==> src/rtl/mvm_host_driver.sv <==
// Host-side sequencer for an MVM core: buffers A and x from an upstream stream, replays
// them to the core with load/start strobes, then captures K results and drains them.
module mvm_host_driver #(
  parameter int unsigned K       = 8,
  parameter int unsigned B       = 8,
  parameter int unsigned TIMEOUT = 1024
) (
  input  logic             clk,
  input  logic             reset,
  input  logic [B-1:0]     in_data,
  input  logic             in_valid,
  output logic             in_ready,
  output logic             m_reset,
  output logic             m_loadMatrix,
  output logic             m_loadVector,
  output logic             m_start,
  output logic [B-1:0]     m_data_in,
  input  logic             m_done,
  input  logic [2*B-1:0]   m_data_out,
  output logic [2*B-1:0]   out_data,
  output logic             out_valid,
  input  logic             out_ready,
  output logic             out_last,
  output logic             err
);

  localparam int unsigned NA = K * K;
  localparam int unsigned NT = K * K + K;
  localparam int unsigned CW = (NT > 1) ? $clog2(NT) : 1;
  localparam int unsigned RW = (K > 1) ? $clog2(K) : 1;
  localparam int unsigned TW = (TIMEOUT > 1) ? $clog2(TIMEOUT) : 1;

  typedef enum logic [3:0] {
    StFill, StMrst, StLdm, StSendm, StGap1, StLdv,
    StSendv, StGap2, StStart, StWait, StCapt, StDrain
  } state_e;

  state_e          state_q, state_d;
  logic [CW-1:0]   cnt_q, cnt_d;
  logic [TW-1:0]   wcnt_q, wcnt_d;
  // Low for the first cycle after reset so in_ready stays 0 there.
  logic            live_q;
  logic [B-1:0]    elem_q [NT];
  logic [2*B-1:0]  res_q [K];
  logic            accept;
  logic            clear;

  always_comb begin
    state_d      = state_q;
    cnt_d        = cnt_q;
    wcnt_d       = wcnt_q;
    accept       = 1'b0;
    clear        = 1'b0;
    in_ready     = 1'b0;
    m_reset      = 1'b0;
    m_loadMatrix = 1'b0;
    m_loadVector = 1'b0;
    m_start      = 1'b0;
    m_data_in    = '0;
    out_valid    = 1'b0;
    out_data     = '0;
    out_last     = 1'b0;
    err          = 1'b0;

    unique case (state_q)
      StFill: begin
        in_ready = live_q;
        accept   = in_valid && live_q;
        if (accept) begin
          if (cnt_q == CW'(NT - 1)) begin
            cnt_d   = '0;
            state_d = StMrst;
          end else begin
            cnt_d = cnt_q + 1'b1;
          end
        end
      end
      StMrst: begin
        m_reset = 1'b1;
        state_d = StLdm;
      end
      StLdm: begin
        m_loadMatrix = 1'b1;
        state_d      = StSendm;
      end
      StSendm: begin
        // cnt keeps running past K*K so SENDV continues at x[0].
        m_data_in = elem_q[cnt_q];
        cnt_d     = cnt_q + 1'b1;
        if (cnt_q == CW'(NA - 1)) state_d = StGap1;
      end
      StGap1: state_d = StLdv;
      StLdv: begin
        m_loadVector = 1'b1;
        state_d      = StSendv;
      end
      StSendv: begin
        m_data_in = elem_q[cnt_q];
        if (cnt_q == CW'(NT - 1)) begin
          cnt_d   = '0;
          state_d = StGap2;
        end else begin
          cnt_d = cnt_q + 1'b1;
        end
      end
      StGap2: state_d = StStart;
      StStart: begin
        m_start = 1'b1;
        wcnt_d  = '0;
        state_d = StWait;
      end
      StWait: begin
        if (m_done) begin
          cnt_d   = '0;
          state_d = StCapt;
        end else if (wcnt_q == TW'(TIMEOUT - 1)) begin
          err     = 1'b1;
          clear   = 1'b1;
          cnt_d   = '0;
          wcnt_d  = '0;
          state_d = StFill;
        end else begin
          wcnt_d = wcnt_q + 1'b1;
        end
      end
      StCapt: begin
        if (cnt_q == CW'(K - 1)) begin
          cnt_d   = '0;
          state_d = StDrain;
        end else begin
          cnt_d = cnt_q + 1'b1;
        end
      end
      StDrain: begin
        out_valid = 1'b1;
        out_data  = res_q[cnt_q[RW-1:0]];
        out_last  = (cnt_q == CW'(K - 1));
        if (out_ready) begin
          if (out_last) begin
            cnt_d   = '0;
            state_d = StFill;
          end else begin
            cnt_d = cnt_q + 1'b1;
          end
        end
      end
      default: state_d = StFill;
    endcase
  end

  always_ff @(posedge clk) begin
    if (!reset) begin
      state_q <= StFill;
      cnt_q   <= '0;
      wcnt_q  <= '0;
      live_q  <= 1'b0;
      for (int unsigned i = 0; i < NT; i++) elem_q[i] <= '0;
      for (int unsigned i = 0; i < K; i++) res_q[i] <= '0;
    end else begin
      state_q <= state_d;
      cnt_q   <= cnt_d;
      wcnt_q  <= wcnt_d;
      live_q  <= 1'b1;
      if (clear) begin
        for (int unsigned i = 0; i < NT; i++) elem_q[i] <= '0;
        for (int unsigned i = 0; i < K; i++) res_q[i] <= '0;
      end else begin
        if (accept) elem_q[cnt_q] <= in_data;
        if (state_q == StCapt) res_q[cnt_q[RW-1:0]] <= m_data_out;
      end
    end
  end

endmodule

==> config.mk <==
export PLATFORM = sky130hd
export DESIGN_NAME = mvm_host_driver
export DESIGN_NICKNAME = d
export VERILOG_FILES = /design/src/rtl/mvm_host_driver.sv
export SDC_FILE = /design/constraint.sdc
export NUM_CORES = 2
export LEC_CHECK = 0
export BUFFER_PORTS_ARGS = -buffer_cell sky130_fd_sc_hd__buf_2
export CAP_MARGIN = 30
export CORE_UTILIZATION = 45
export CTS_CLUSTER_DIAMETER = 30
export DETAILED_ROUTE_END_ITERATION = 8
export PLACE_DENSITY = 0.64
export SYNTH_ARGS = -nofsm -noshare
export SYNTH_HDL_FRONTEND = slang
export SYNTH_SLANG_ARGS = --single-unit
==> constraint.sdc <==
create_clock -name clk -period 2.66 [get_ports clk]
set_input_delay 0.399 -clock clk [delete_from_list [all_inputs] [get_ports clk]]
set_output_delay 0.399 -clock clk [all_outputs]
set_load 0.01 [all_outputs]
==> impl_metrics.yaml <==
status:
  outcome: "complete, but fails checks"
  violations: "setup timing"
yosys:
  synth_top_family_by_area: "multiplexers"
  synthAdderAreaFrac: 0.0004874
  synth_xor_area_frac: 0.001365
  synth_fp_nets: 3227
  dominantRegCellSynth: "edfxtp_1"
  synth_edf_count: 1152
  synth_cell_types: 63
  synth-simple-area-share: 0.1197
  seq_area_frac_synth: 0.6852
  syn_area_per_cell_sq_um: 16.06
  ys_warn_count: 0
  synth_compound_area_frac: 0.04424
  muxShareOfSynthArea: 0.1284
  ys_ff_latch: 1181
  syn_area_sq_um: 51340
  async_flop_share: 0
  synth_cells: 3196
run:
  max_cap_viol_count: 0
power_and_ir_drop:
  power_leakage_nw: 23.05
  p_per_area_nw_per_um2: 776.9
  power_mw: 50.51
  ir_drop_uv: 621.0
floorplanning:
  initial_utilization: 0.4551
  die_area_sq_um: 115400
  die_x_microns: 339.8
  rows: 123
  die_h_microns: 339.8
  core-area_sq_um: 112800
  io_pins: 61
min_path:
  hold_path.class: "in2reg"
  worstHoldStart: "m_data_out[15]"
routing:
  first_pass_iters: 5
  via_count: 30650
  via_per_inst: 5.706
  drtIter0Drc: 3238
  ant_nets: 0
  drc_errors: 0
  wl_per_cell_microns: 25.36
  routed_wl_microns: 136200
global_route:
  antenna_found_initial: 4
  grt_usage: 0.2370
  grt_start_max_net_pins: 129
  grt_overflow: 0
  grt_pass1_wl_microns: 202900
  grt_pass1_vias: 31360
layout:
  drive_above_1_share: 0.3289
  areaGrowthSynthToFinish_pct: 26.65
  layout.nets: 3711
  diodes: 0
  fill_cells: 8480
cts:
  cts_tree: "yes"
  clkTransAtPathRegs_ns: 0.05
  clock_latency_ns: 0.79
  cts_buffers: 214
  cts.sinks: 1181
  cts_root_buf: "clkbuf_16"
  cts_max_path_buffers: 3
  htree_levels: 4
sta:
  max_freq_mhz: 264.5
  slew_headroom: 0.4350
  timing_hold_violations_final: 0
  setup_slack_ns: -1.121
  setup_viol: 24
  timing.final.crit_share: 1.421
  post-route-min-period_ns: 3.781
  clock_skew_ns: 0.02752
  tightest_slew_ns: 0.8398
  grt_setup_unrepaired: "true"
  slew_viol_final: 0
  setup_tns_ns: -17.91
worst_setup_path:
  start_kind: "flip-flop"
  cp-end-kind: "output pin"
  worstPathArrival_ns: 3.38
  path_max_fanout: 7
  critical_path_class: "reg2out"
  worstPathRequired_ns: 2.26
  reg2reg_from: "state_q[0]$_SDFFE_PN0P_"
placed_design:
  dp_hpwl_microns: 86530
  portBuffers: 60
  gp_congestion: 0.8684
[cell usage after synthesis, types with 4 or more instances]
master    instances  share of area
and2_1          655          0.080
o22ai_1          12         0.0015
nor3_1           12         0.0012
edfxtp_1       1152           0.67
dfxtp_1          29          0.011
nor2b_1          19         0.0023
o31ai_1           5        0.00073
nand2_1          85         0.0062
o21a_1            5        0.00073
mux4_2          256           0.11
clkbuf_1        154          0.011
a22o_1           12         0.0020
mux2_2           27         0.0059
nor4_1            5        0.00061
nor2_1          167          0.012
buf_1            16         0.0012
buf_4            13         0.0019
buf_2            49         0.0048
inv_1            12        0.00088
mux2i_1          52          0.010
nand4_1          18         0.0022
nand2b_1         14         0.0017
and3_1           61         0.0074
a31oi_1           9         0.0011
xor2_1            7         0.0012
a21oi_1          53         0.0052
o22a_1            7         0.0012
or4_1             4        0.00058
a221oi_1         25         0.0043
o21ai_0          87         0.0085
nand3_1          23         0.0022
a22oi_1          94          0.014
o221ai_1         10         0.0017
[sequential cells by signal, indices dropped and copies added, names as in the netlist, named ones only]
name and count:
state_q 4, live_q 1, cnt_q 7, elem_q 1024, wcnt_q 10, res_q 128
[placed cells by master, fill, tap and decap left out, types with 30 or more instances in the layout]
cell type  instances
a22oi_1           57
a22oi_2           37
and2_1           654
and3_1            61
buf_12            61
buf_2             48
buf_4            351
clkbuf_16        219
clkinv_1          30
edfxtp_1        1152
mux2i_1           51
mux4_2           256
nand2_1           61
nor2_1           162
o21ai_0           76
[timing repair]
action / CTS / global route
hold endpoints to repair: 52 / 0
endpoints found under the setup margin: 27 / 179
hold buffers: 13 / 0
cloned: 9 / 2
gates resized for setup: 117 / 82
pin swaps: 26 / 28
setup buffers: 18 / 13
[worst max-delay path: stages (launching register included)]
cell and delay (ns):
dfxtp_4 0.39, buf_6 0.12, buf_12 0.16, buf_12 0.15
buf_8 0.10, mux4_2 0.50, a22o_1 0.27, a21oi_2 0.22
o22a_1 0.25, nand4_1 0.21, buf_2 0.20
[metrics by stage]
step | instance area (sq um) | setup slack (ns) | instances | hold slack (ns) | utilization
5_1_grt | 65020 | -1.129 | 5371 | 0.03156 | 0.5764
4_1_cts | 64630 | -1.073 | 5363 | 0.001994 | 0.5729
3_5_place_dp | 56220 | -0.4792 | 4916 | 0.4923 | 0.4984
3_3_place_gp | 56210 | -0.4767 | 4915 | 0.4824 | 0.4983
6_report | 65020 | -1.121 | 5371 | 0.02747 | 0.5764
2_1_floorplan | 51340 | -0.1145 | 3196 | 0.4267 | -
[cell type report]
class                      count  area, sq um  area share
tap                         1500         1877     0.02887
multi-input combinational   1768        15750      0.2422
clock buffer                 246         5549     0.08535
inverter                      12        45.04   0.0006928
sequential                  1181        35190      0.5412
timing repair buffer         503         4777     0.07347
clock inverter               161         1833     0.02819
[power breakdown]
| part | internal (mW) | total [mW] | switching, mW |
|---|---|---|---|
| Combinational | 0.976 | 2.20 | 1.22 |
| Sequential | 20.8 | 21.0 | 0.143 |
| Clock | 17.7 | 27.4 | 9.63 |
[worst paths after layout]
kind                                end  slack (ns)  cells after the start
max                        m_data_in[7]       -1.12                     10
min          res_q[4][15]$_SDFFCE_PN0P_        0.03                      2
max reg2reg                   flip-flop        0.10                      7
min reg2reg      wcnt_q[6]$_SDFFE_PN0P_        0.50                      2
[metal layers]
layer | GRT usage | up-vias | wire length [microns]
li1 | - | 13370 | -
met1 | 0.3275 | 15700 | 56880
met2 | 0.3805 | 1347 | 65330
met3 | 0.04099 | 234 | 10230
met4 | 0.08202 | 0 | 3777
met5 | 0 | - | 0
[logic make-up (layout without fill, tap and decap cells)]
logic type / Yosys count / after routing
simple gates: 1084 / 1084
flops: 1181 / 1181
buf+inv: 247 / 922
fa+ha+maj: 2 / 2
compound gates: 339 / 339
mux: 335 / 335
xor+xnor: 8 / 8
(Power assumes the default switching activity.)
